==> config.mk <==
export PLATFORM = sky130hd
export DESIGN_NAME = alu_serial_ctrl_flat
export DESIGN_NICKNAME = d
export VERILOG_FILES = /design/src/rtl/alu_serial_ctrl_if.sv /design/src/rtl/alu_serial_ctrl.sv /design/src/flat_wrapper.sv
export SDC_FILE = /design/constraint.sdc
export NUM_CORES = 1
export LEC_CHECK = 0
export CAP_MARGIN = 10
export CORE_MARGIN = 2
export CORE_UTILIZATION = 40
export DETAILED_ROUTE_END_ITERATION = 8
export GPL_TIMING_DRIVEN = 0
export PLACE_DENSITY = 0.66
export SLEW_MARGIN = 40
export SYNTH_ARGS = -nofsm -noshare
export SYNTH_HDL_FRONTEND = slang
export SYNTH_SLANG_ARGS = --single-unit
==> constraint.sdc <==
create_clock -name clk -period 1.56 [get_ports clk]
set_input_delay 0.312 -clock clk [delete_from_list [all_inputs] [get_ports clk]]
set_output_delay 0.312 -clock clk [all_outputs]
set_load 0.02 [all_outputs]
==> src/rtl/alu_serial_ctrl_if.sv <==
// Bundle between the serial ALU controller, its requester and the 1-bit ALU slice.
// The requester (master) issues operations and reads back results; the controller
// (slave) also drives the slice and reads back the slice's combinational outputs.
interface alu_serial_ctrl_if #(
    parameter int WIDTH = 8
);
    // Request side
    logic             start;
    logic             abort;
    logic [WIDTH-1:0] op_a;
    logic [WIDTH-1:0] op_b;
    logic [1:0]       cfg_op;
    logic             cfg_sm;
    logic             cfg_sa;
    logic             cfg_sb;
    logic             cfg_cin;

    // Status / result side
    logic             busy;
    logic             done;
    logic [WIDTH-1:0] result;
    logic             c_out;

    // 1-bit ALU slice drive and return
    logic             alu_a;
    logic             alu_b;
    logic             alu_cin;
    logic             alu_sm;
    logic             alu_sa;
    logic             alu_sb;
    logic [1:0]       alu_op;
    logic             alu_result;
    logic             alu_cout;

    modport slave (
        input  start, abort, op_a, op_b, cfg_op, cfg_sm, cfg_sa, cfg_sb, cfg_cin,
        input  alu_result, alu_cout,
        output busy, done, result, c_out,
        output alu_a, alu_b, alu_cin, alu_sm, alu_sa, alu_sb, alu_op
    );

    modport master (
        output start, abort, op_a, op_b, cfg_op, cfg_sm, cfg_sa, cfg_sb, cfg_cin,
        output alu_result, alu_cout,
        input  busy, done, result, c_out,
        input  alu_a, alu_b, alu_cin, alu_sm, alu_sa, alu_sb, alu_op
    );
endinterface

==> src/rtl/alu_serial_ctrl.sv <==
// Bit-serial ALU controller: feeds WIDTH operand bit pairs LSB first through an
// external 1-bit ALU slice, chaining the carry, and assembles the result word.
// The result register is only written when an operation completes, so an aborted
// operation leaves the previous result and carry-out visible.
module alu_serial_ctrl #(
    parameter int WIDTH = 8
) (
    input  logic               clk,
    input  logic               rst_n,
    alu_serial_ctrl_if.slave   bus
);
    localparam int CNT_W = (WIDTH > 1) ? $clog2(WIDTH) : 1;
    localparam logic [CNT_W-1:0] CNT_LAST = CNT_W'(WIDTH - 1);
    localparam logic [CNT_W-1:0] CNT_ONE  = CNT_W'(1);

    localparam logic [1:0] S_IDLE = 2'd0;
    localparam logic [1:0] S_RUN  = 2'd1;
    localparam logic [1:0] S_DONE = 2'd2;

    logic [1:0]       state_q, state_d;
    logic [WIDTH-1:0] a_q, a_d;
    logic [WIDTH-1:0] b_q, b_d;
    logic [WIDTH-1:0] sh_q, sh_d;
    logic [WIDTH-1:0] res_q, res_d;
    logic             carry_q, carry_d;
    logic             cout_q, cout_d;
    logic [CNT_W-1:0] cnt_q, cnt_d;
    logic [1:0]       op_q, op_d;
    logic             sm_q, sm_d;
    logic             sa_q, sa_d;
    logic             sb_q, sb_d;

    logic             run;

    assign run = (state_q == S_RUN);

    // Next-state logic: accept in IDLE, shift one bit per RUN cycle, publish on the last bit
    always_comb begin
        state_d = state_q;
        a_d     = a_q;
        b_d     = b_q;
        sh_d    = sh_q;
        res_d   = res_q;
        carry_d = carry_q;
        cout_d  = cout_q;
        cnt_d   = cnt_q;
        op_d    = op_q;
        sm_d    = sm_q;
        sa_d    = sa_q;
        sb_d    = sb_q;

        case (state_q)
            S_IDLE: begin
                // abort has no meaning here, so start always wins
                if (bus.start) begin
                    a_d     = bus.op_a;
                    b_d     = bus.op_b;
                    op_d    = bus.cfg_op;
                    sm_d    = bus.cfg_sm;
                    sa_d    = bus.cfg_sa;
                    sb_d    = bus.cfg_sb;
                    carry_d = bus.cfg_cin;
                    cnt_d   = '0;
                    sh_d    = '0;
                    state_d = S_RUN;
                end
            end
            S_RUN: begin
                if (bus.abort) begin
                    // Drop the partial word; result/c_out keep the last completed op
                    state_d = S_IDLE;
                end else begin
                    sh_d    = {bus.alu_result, sh_q[WIDTH-1:1]};
                    a_d     = a_q >> 1;
                    b_d     = b_q >> 1;
                    carry_d = bus.alu_cout;
                    if (cnt_q == CNT_LAST) begin
                        res_d   = {bus.alu_result, sh_q[WIDTH-1:1]};
                        cout_d  = bus.alu_cout;
                        state_d = S_DONE;
                    end else begin
                        cnt_d = cnt_q + CNT_ONE;
                    end
                end
            end
            S_DONE: begin
                state_d = S_IDLE;
            end
            default: begin
                state_d = S_IDLE;
            end
        endcase
    end

    // State and datapath registers, cleared asynchronously by reset
    always_ff @(posedge clk or negedge rst_n) begin
        if (!rst_n) begin
            state_q <= S_IDLE;
            a_q     <= '0;
            b_q     <= '0;
            sh_q    <= '0;
            res_q   <= '0;
            carry_q <= 1'b0;
            cout_q  <= 1'b0;
            cnt_q   <= '0;
            op_q    <= 2'b00;
            sm_q    <= 1'b0;
            sa_q    <= 1'b0;
            sb_q    <= 1'b0;
        end else begin
            state_q <= state_d;
            a_q     <= a_d;
            b_q     <= b_d;
            sh_q    <= sh_d;
            res_q   <= res_d;
            carry_q <= carry_d;
            cout_q  <= cout_d;
            cnt_q   <= cnt_d;
            op_q    <= op_d;
            sm_q    <= sm_d;
            sa_q    <= sa_d;
            sb_q    <= sb_d;
        end
    end

    // Slice data inputs are live only in RUN; op/mode selects always show the latched config
    assign bus.alu_a   = run & a_q[0];
    assign bus.alu_b   = run & b_q[0];
    assign bus.alu_cin = run & carry_q;
    assign bus.alu_op  = op_q;
    assign bus.alu_sm  = sm_q;
    assign bus.alu_sa  = sa_q;
    assign bus.alu_sb  = sb_q;

    assign bus.busy    = (state_q != S_IDLE);
    assign bus.done    = (state_q == S_DONE);
    assign bus.result  = res_q;
    assign bus.c_out   = cout_q;

endmodule

==> src/flat_wrapper.sv <==
// flat-port wrapper written by rule: the top's interface ports become plain ports
module alu_serial_ctrl_flat 
#(
    parameter int WIDTH = 8
)
  (clk, rst_n, bus_start, bus_abort, bus_op_a, bus_op_b, bus_cfg_op, bus_cfg_sm, bus_cfg_sa, bus_cfg_sb, bus_cfg_cin, bus_alu_result, bus_alu_cout, bus_busy, bus_done, bus_result, bus_c_out, bus_alu_a, bus_alu_b, bus_alu_cin, bus_alu_sm, bus_alu_sa, bus_alu_sb, bus_alu_op);
  alu_serial_ctrl_if #(.WIDTH(WIDTH)) bus_i ();
  input  logic clk;
  input  logic rst_n;
  input wire logic [$bits(bus_i.start)-1:0] bus_start;
  input wire logic [$bits(bus_i.abort)-1:0] bus_abort;
  input wire logic [$bits(bus_i.op_a)-1:0] bus_op_a;
  input wire logic [$bits(bus_i.op_b)-1:0] bus_op_b;
  input wire logic [$bits(bus_i.cfg_op)-1:0] bus_cfg_op;
  input wire logic [$bits(bus_i.cfg_sm)-1:0] bus_cfg_sm;
  input wire logic [$bits(bus_i.cfg_sa)-1:0] bus_cfg_sa;
  input wire logic [$bits(bus_i.cfg_sb)-1:0] bus_cfg_sb;
  input wire logic [$bits(bus_i.cfg_cin)-1:0] bus_cfg_cin;
  input wire logic [$bits(bus_i.alu_result)-1:0] bus_alu_result;
  input wire logic [$bits(bus_i.alu_cout)-1:0] bus_alu_cout;
  output wire logic [$bits(bus_i.busy)-1:0] bus_busy;
  output wire logic [$bits(bus_i.done)-1:0] bus_done;
  output wire logic [$bits(bus_i.result)-1:0] bus_result;
  output wire logic [$bits(bus_i.c_out)-1:0] bus_c_out;
  output wire logic [$bits(bus_i.alu_a)-1:0] bus_alu_a;
  output wire logic [$bits(bus_i.alu_b)-1:0] bus_alu_b;
  output wire logic [$bits(bus_i.alu_cin)-1:0] bus_alu_cin;
  output wire logic [$bits(bus_i.alu_sm)-1:0] bus_alu_sm;
  output wire logic [$bits(bus_i.alu_sa)-1:0] bus_alu_sa;
  output wire logic [$bits(bus_i.alu_sb)-1:0] bus_alu_sb;
  output wire logic [$bits(bus_i.alu_op)-1:0] bus_alu_op;
  assign bus_i.start = bus_start;
  assign bus_i.abort = bus_abort;
  assign bus_i.op_a = bus_op_a;
  assign bus_i.op_b = bus_op_b;
  assign bus_i.cfg_op = bus_cfg_op;
  assign bus_i.cfg_sm = bus_cfg_sm;
  assign bus_i.cfg_sa = bus_cfg_sa;
  assign bus_i.cfg_sb = bus_cfg_sb;
  assign bus_i.cfg_cin = bus_cfg_cin;
  assign bus_i.alu_result = bus_alu_result;
  assign bus_i.alu_cout = bus_alu_cout;
  assign bus_busy = bus_i.busy;
  assign bus_done = bus_i.done;
  assign bus_result = bus_i.result;
  assign bus_c_out = bus_i.c_out;
  assign bus_alu_a = bus_i.alu_a;
  assign bus_alu_b = bus_i.alu_b;
  assign bus_alu_cin = bus_i.alu_cin;
  assign bus_alu_sm = bus_i.alu_sm;
  assign bus_alu_sa = bus_i.alu_sa;
  assign bus_alu_sb = bus_i.alu_sb;
  assign bus_alu_op = bus_i.alu_op;
  alu_serial_ctrl #(.WIDTH(WIDTH)) u_core (.clk(clk), .rst_n(rst_n), .bus(bus_i));
endmodule
==> impl.org, run 1 <==
** Synth
- Share of the synthesized area in the top cell type :: 0.562
- Ranked by total cell area, the synthesized netlist is headed by sky130_fd_sc_hd__dfrtp_1 56%, sky130_fd_sc_hd__mux2i_1 7.8%, sky130_fd_sc_hd__mux2_1 5.3%.
- The synthesized netlist occupies a cell area of between 0.0015 and 0.002 mm^2.
- Fraction of registers with async set or reset after synthesis :: 1.00
- Post-synth EDFFs :: 0
- For this run, the leading register cell type out of synthesis is sky130_fd_sc_hd__dfrtp_1.
- The biggest area contributor in the post-synthesis netlist is sky130_fd_sc_hd__dfrtp_1.
- The share of the Yosys chip area taken by registers is 0.562.
- Mapped Cells :: between 150 and 200
- Most used standard cell by instance count after synthesis :: sky130_fd_sc_hd__dfrtp_1
- Top cell types by occurrence after synthesis :: 43 x sky130_fd_sc_hd__dfrtp_1, 17 x sky130_fd_sc_hd__a21oi_1, 16 x sky130_fd_sc_hd__nor3_1, 15 x sky130_fd_sc_hd__mux2i_1, 9 x sky130_fd_sc_hd__mux2_1
- Synth warnings :: 0
- After synthesis, the netlist uses 26 different library cells.
- Total of flip-flops plus latches after synthesis :: between 40 and 50
- Syn avg cell area :: 12.3 um^2
- Syn Nets :: about 190

** Detailed routing
- First-pass iteration count of the detailed router :: 4
- Dividing the detail-routed via count by the number of cells gives approximately 5.4.
- Drc violations :: 0
- Once detail routing completed, the nets flagged for antenna violations numbered 0.
- Total via count after detailed routing :: 1516
- Starting DRC count in detailed routing :: 54
- The routed design has between 4 and 5 mm of wire.
- DR WL/cell :: 17.2 um

** Finish
- In the final layout, the share of cells above drive strength 1 is 0.297.
- The area growth from synthesis to layout is 51.1%.
- After filler insertion, the fill cell instance count of the layout stands at 368.
- Net count reported at finish :: ~260
- Antenna cell count :: 0
- At the end of the flow the core is filled with cells to 0.620.
- Cell area after layout :: 0.00289 mm^2

** Critical path
- Critical path startpoint :: u_core.state_q[1]$_DFFE_PN0P_
- Setup CP Type :: reg -> reg
- Beginning of the worst register-to-register path :: u_core.state_q[1]$_DFFE_PN0P_
- Signal arrival time at the worst endpoint :: between 1.5 and 2 ns
- The worst setup path is captured at a register.
- Required time worst endpoint :: ~1.7 ns
- Highest net fanout along the worst path :: 6
- Kind of start point of the critical path :: register

** Place
- Final weighted congestion in routability-driven placement :: 0.733
- Number of port buffers :: 46
- Sum of net half-perimeters after detailed placement :: roughly 3.0 mm
- Cell Area, Placed :: roughly 0.0024 mm^2

** Timing
- Transition at the pin with the smallest max-transition slack :: 0.548 ns
- Worst max-slew margin expressed relative to the limit :: 0.635
- Setup-violating endpoint count in the final report :: 13
- The number of hold-slack violations in the final timing report was 12.
- Fmax achieved :: between 600 and 700 MHz
- The final number of max-transition violations is 0.
- In the post-route analysis, the smallest setup slack over all paths is -0.0320 ns.
- Setup repair after global routing could not meet its margin everywhere.
- Of the available clock period, the critical path in the final layout requires 1.02.
- Final clock skew :: 0.00943 ns
- Fin crit period :: around 1.6 ns
- The tightest hold path in the finished design has a slack of -0.00553 ns.

** Power
- Peak VDD IR :: 0.755 mV
- For this design the ratio of total power to cell area is 1790 mW/mm^2.
- Leakage power :: around 0.0014 uW

** Floorplan
- For this configuration, the core starts out at a cell density of 0.410.
- 47 I/O pins were placed.
- DIE HEIGHT :: ~73 um
- In this run the standard cell core region covers 0.00466 mm^2.
- Measured along the x axis, the die boundary spans ~73 um.
- The initialized floorplan defines 25 standard-cell rows.
- Die outline area :: ~0.0054 mm^2

** CTS
- Clock tree buffer depth :: 2
- Hold buffer count at CTS :: 0
- The tree built by TritonCTS fans out to 43 sinks.
- Clock H-tree levels :: 2
- Clock insertion delay at the later pin of the skew report :: approximately 0.30 ns
- Clock-pin slew was measured on the worst setup and hold paths at approximately 0.08 ns.
- Root Buffer :: sky130_fd_sc_hd__clkbuf_8
- TritonCTS created 5 clock buffers.
- TritonCTS built the clock tree.

** Global routing
- Initial antenna violation count :: 0
- The via count of the first global-routing pass is 1535.
- Entering global routing, the biggest net connects 44 pins.
- Wire length of the first global-routing pass :: 7.35 mm
- Summed over all layers, the global routing overflow is 0.
- Overall track demand over capacity in global routing :: 0.181

** Hold path
- Min-Delay Path Class :: in -> async

** Run status
- Status :: finished, violations left
- The final reports fail on hold timing, setup timing.

** Flow run
- Across the run, the number of max-cap violations was 0.
## per-layer routing
layer  part of all wire  global-route usage
met2               0.52               0.297
met4              0.012              0.0658
met3              0.042              0.0442
met1               0.42               0.231
met5                  0                   0
## cells in the final DEF, fill, tap and decap left out, types with 6 or more instances in the layout
master | Yosys | layout
sky130_fd_sc_hd__buf_4 | 3 | 18
sky130_fd_sc_hd__mux2i_1 | 15 | 15
sky130_fd_sc_hd__dlygate4sd2_1 | 0 | 15
sky130_fd_sc_hd__nor3_1 | 16 | 16
sky130_fd_sc_hd__clkdlybuf4s50_1 | 0 | 25
sky130_fd_sc_hd__buf_6 | 2 | 10
sky130_fd_sc_hd__dfrtp_1 | 43 | 42
sky130_fd_sc_hd__mux2_4 | 0 | 11
sky130_fd_sc_hd__a22o_1 | 6 | 6
sky130_fd_sc_hd__a21oi_1 | 17 | 17
## metrics by stage
stage	hold WS, ns	setup WS (ns)	std cells	power, uW	setup TNS (ns)
after floorplan	0.0164	0.0769	155	2920	0
after global routing	0.0328	-0.101	283	5450	-2.32
after global placement	0.468	-0.845	255	3480	-52.16
after CTS	0.00582	-0.144	272	4810	-0.332
final	-0.00553	-0.0320	283	5170	-0.257
after detailed placement	0.337	-0.589	255	3590	-16.29
## where the power goes
group	leakage, uW	total [uW]	switching (uW)	internal (uW)
logic	0.000800	2420	1090	1330
registers	0.000534	1730	231	1500
clock network	0.0000654	1030	385	640
total	0.00140	5170	1710	3460
## sequential cells by signal (all words and copies together) (netlist names)
name               count
u_core.a_q             8
u_core.b_q             8
u_core.bus.alu_op      2
u_core.bus.alu_sa      1
u_core.bus.alu_sb      1
u_core.bus.alu_sm      1
u_core.bus.c_out       1
u_core.bus.result      8
u_core.carry_q         1
u_core.cnt_q           3
u_core.sh_q            7
u_core.state_q         2
## cells by family (layout without fill, tap and decap cells)
group | Yosys count | after routing | synth area share
fa+ha+maj | 2 | 2 | 0.0131
flops | 43 | 43 | 0.562
compound gates | 36 | 36 | 0.122
simple gates | 29 | 30 | 0.0929
mux | 29 | 29 | 0.161
buf+inv | 16 | 89 | 0.0491
## what timing repair did
item	4_1_cts	5_1_grt
gates cloned	0	5
hold endpoints to repair	0	0
pin swaps	4	8
resized for setup	53	38
setup endpoints to repair	40	29
setup buffers	9	9
## critical path, stage by stage, from the launching register on
cell	delay (ns)
sky130_fd_sc_hd__dfrtp_2	0.45
sky130_fd_sc_hd__buf_6	0.13
sky130_fd_sc_hd__nor3b_4	0.30
sky130_fd_sc_hd__and2_4	0.28
sky130_fd_sc_hd__mux2_4	0.31
## area by class of cell
type                    instances  area, um^2  area share
plain buffers                   9         109      0.0377
clock buffers                   6        72.6      0.0251
clock inverters                 2        60.1      0.0208
inverters                       5        18.8     0.00649
multi-input cells              97         825       0.285
flip-flops and latches         43        1080       0.373
well taps                      54        67.6      0.0234
repair buffers                 67         661       0.229
## final timing paths
path	endpoint	slack, ns	cells after the start
setup / recovery	u_core.bus.result[4]$_DFFE_PN0P_	-0.03	4
hold reg to reg	u_core.bus.result[2]$_DFFE_PN0P_	0.49	1
setup reg to reg	u_core.bus.result[4]$_DFFE_PN0P_	-0.03	4
min in group clk	u_core.bus.result[2]$_DFFE_PN0P_	0.49	1
max in group asynchronous	u_core.state_q[1]$_DFFE_PN0P_	1.17	1
hold / removal	u_core.a_q[0]$_DFFE_PN0P_	-0.006	1
Power figures use the tool's default switching activity.
==> run 2, diff against run 1 <==
--- a/config.mk
+++ b/config.mk
@@ -10,7 +10,8 @@
 export CORE_UTILIZATION = 40
 export DETAILED_ROUTE_END_ITERATION = 8
 export GPL_TIMING_DRIVEN = 0
-export PLACE_DENSITY = 0.66
+export PLACE_DENSITY = 0.63
+export RECOVER_POWER = 50
 export SLEW_MARGIN = 40
 export SYNTH_ARGS = -nofsm -noshare
 export SYNTH_HDL_FRONTEND = slang
==> constraint.sdc (replaced) <==
create_clock -name clk -period 1.9 [get_ports clk]
set_input_delay 0.38 -clock clk [delete_from_list [all_inputs] [get_ports clk]]
set_output_delay 0.38 -clock clk [all_outputs]
set_load 0.02 [all_outputs]
==> run 2 against run 1 <==
Total power down 32%. Wire length shrank 13%. Sequential share of layout area increased by 5.0 points. First-iteration DRC count increased by 26%. The run now ends clean. Count of clock-buffer cells in the layout increased by 1.
==> impl.org, run 2 (synthesis results as in run 1) <==
** Power
- Leakage power :: approximately 0.0012 uW
- IR analysis of the VDD net gives a maximum drop of between 0.7 and 0.8 mV.
- Total power per unit cell area :: 1380 mW/mm^2

** Timing
- The smallest clock period supported by the final layout is computed as ~1.8 ns.
- Setup-violating endpoint count in the final report :: 0
- Transition at the pin with the smallest max-transition slack :: about 1.0 ns
- The number of hold-slack violations in the final timing report came to 0.
- Of the available clock period, the critical path in the final layout requires 0.949.
- For the final database, setup skew stands at 0.0127 ns.
- Across all hold checks on the routed design, the worst slack comes to roughly 0.27 ns.
- In this run the tightest slew margin relative to its limit is 0.302.
- The final number of max-transition violations was 0.
- Derived from the worst setup path, the maximum achievable clock frequency is ~550 MHz.
- Setup repair after global routing left no endpoint under its margin.
- Across all setup checks in the final design, the least slack found is between 0.09 and 0.1 ns.

** Critical path
- RR Endpoint :: u_core.b_q[5]$_DFFE_PN0P_
- The critical path runs through a total of 5 cells.
- Signal arrival time at the worst endpoint :: 1.42 ns
- STA puts the critical path data required time at between 1.5 and 2 ns.
- Among all stages on the critical path, the largest delay is contributed by sky130_fd_sc_hd__dfrtp_1.
- Kind of start point of the critical path :: register
- On the worst path, the slowest cell contributes a delay of between 0.4 and 0.5 ns.
- In this run the worst setup path terminates at bus_alu_a.
- The worst register-to-register path has a setup slack of ~0.16 ns.
- Critical path startpoint :: u_core.state_q[0]$_DFFE_PN0P_
- Largest delay contributor family on the critical path :: buffers and inverters
- Of all nets on the critical path, the largest fanout is 10.
- Setup CP Type :: reg -> out
- The number of cells on the worst reg-to-reg path is 6.
- WP buf/inv :: 3
- Critical path endpoint category :: primary output
- Walking the worst path, the cells encountered are nor2b_1, buf_4, buf_6, and2_1, buf_2.
- The startpoint identified for the worst register-to-register timing path is u_core.state_q[1]$_DFFE_PN0P_.

** Finish
- Leaving out fill and tap cells, the most frequent cell in the layout is sky130_fd_sc_hd__dfrtp_1.
- The repair_antennas step left the layout with diodes totalling 0.
- Compared with the post-synthesis result, the final layout area differs by 33.3%.
- Top library cells by usage in the layout, fill and taps aside :: 42 x sky130_fd_sc_hd__dfrtp_1, 41 x sky130_fd_sc_hd__clkdlybuf4s50_1, 17 x sky130_fd_sc_hd__a21oi_1
- After routing the design area is between 0.002 and 0.003 mm^2.
- Layout cells sized above 1 :: 0.163
- The net count of the finished layout is about 240.

** Flow run
- Max-cap violations in this run came to 0.

** Floorplan
- Standard-cell rows :: 25
- Initial cell density of the core :: 0.410
- Core Footprint :: about 0.0047 mm^2
- DIE HEIGHT :: around 73 um
- Number of top-level pins :: 47
- The floorplan step defined a die boundary enclosing around 0.0054 mm^2.
- Chip Width :: between 70 and 80 um

** Detailed routing
- The first TritonRoute pass finished after 4 iterations.
- In this run, the number of DRC markers left after iteration 0 of detailed routing was 68.
- Dividing the detail-routed wire length by the instance count gives around 16 um.
- Summed over all layers, the routed wires come to ~4.2 mm.
- Post-route ant nets :: 0
- For this run, design rule violations remaining after detail routing come to 0.
- Per-cell via count in the routed design :: 5.31
- Summing over every cut layer, the via total after detailed routing is 1428.

** CTS
- Clock-pin slew was measured on the worst setup and hold paths at 0.08 ns.
- Counting every sink on the clock net gives between 40 and 50.
- CTS built an H-tree with a depth of 2.
- In this run, post-CTS hold repair placed 0 buffers.
- Clock tree buffer depth :: 2
- Clock tree synthesis selected as its root buffer the cell sky130_fd_sc_hd__clkbuf_8.
- TritonCTS built the clock tree.
- TritonCTS created 5 clock buffers.
- At the later pin of the worst-skew pair, clock insertion delay measures between 0.2 and 0.3 ns.

** Place
- At the placement stage, the worst setup path has a slack of -0.340 ns.
- Final weighted congestion in routability-driven placement :: ~0.75
- Sum of net half-perimeters after detailed placement :: a little under 3 mm
- Input and output buffers added on the ports amount to 46.
- After detailed placement, the total cell area comes to ~0.0024 mm^2.

** Global routing
- Global route overflow :: 0
- The via count of the first global-routing pass is roughly 1400.
- Initial antenna violation count :: 0
- Across every metal layer, demand over resource in global routing totals 0.169.
- Entering global routing, the biggest net connects 44 pins.
- The first global-routing pass estimated just under 7 mm of wire.

** Hold path
- Min-Delay Path Class :: in -> async

** Run status
- The run finished with clean final reports.
==> run 2: layer usage <==
metal | GRT usage | vias to the layer above | share of wire
met5 | 0 | - | 0
met4 | 0.0576 | 0 | 0.0073
met2 | 0.262 | 37 | 0.49
met1 | 0.229 | 709 | 0.46
li1 | - | 678 | -
met3 | 0.0470 | 4 | 0.050
==> run 2: worst register-to-register path, stage by stage (launching register included) <==
cell                       delay [ns]
sky130_fd_sc_hd__dfrtp_2         0.42
sky130_fd_sc_hd__clkbuf_1        0.15
sky130_fd_sc_hd__nor3b_2         0.30
sky130_fd_sc_hd__clkbuf_2        0.32
sky130_fd_sc_hd__buf_2           0.27
sky130_fd_sc_hd__nor3_1          0.07
sky130_fd_sc_hd__a21oi_1         0.14
==> run 2: timing repair <==
action / in CTS / in global routing
pin swaps: 1 / 0
resized for setup: 15 / 2
setup buffers: 5 / 1
endpoints found under the setup margin: 13 / 2
==> run 2: worst min path at each step <==
stage | start | endpoint | slack, ns | cells after the start
finish | rst_n | u_core.bus.result[7]$_DFFE_PN0P_ | 0.27 | 1
CTS | rst_n | u_core.bus.result[7]$_DFFE_PN0P_ | 0.09 | 1
floorplan | rst_n | u_core.a_q[0]$_DFFE_PN0P_ | 0.08 | 0
global route | rst_n | u_core.bus.result[7]$_DFFE_PN0P_ | 0.36 | 1
global placement | u_core.bus.c_out$_DFFE_PN0P_ | u_core.bus.c_out$_DFFE_PN0P_ | 0.47 | 1
detailed placement | rst_n | u_core.bus.result[7]$_DFFE_PN0P_ | 0.40 | 1
==> run 2: through the flow <==
stage	power, uW	util	setup TNS, ns	std cells
after floorplan	2390	-	0	155
after global placement	2870	0.524	-30.37	255
after detailed placement	2940	0.523	-6.61	255
after CTS	3550	0.550	0	268
after global routing	3750	0.547	0	269
final	3510	0.547	0	269
==> run 2: area by class of cell <==
cell class | count | area, um^2
buffer | 11 | 81.3
fill | 408 | 2110
clock buffer | 7 | 76.3
sequential | 43 | 1080
inverter | 5 | 18.8
timing repair buffer | 52 | 480
tap | 54 | 67.6
clock inverter | 1 | 5.00
multi-input combinational | 96 | 743
==> run 2: where the power goes <==
group          switching [uW]  internal, uW  leakage, uW  total (uW)
sequential                191          1230     0.000534        1420
combinational             771           761     0.000613        1530
clock                     296           258    0.0000422         554
total                    1260          2250      0.00119        3510
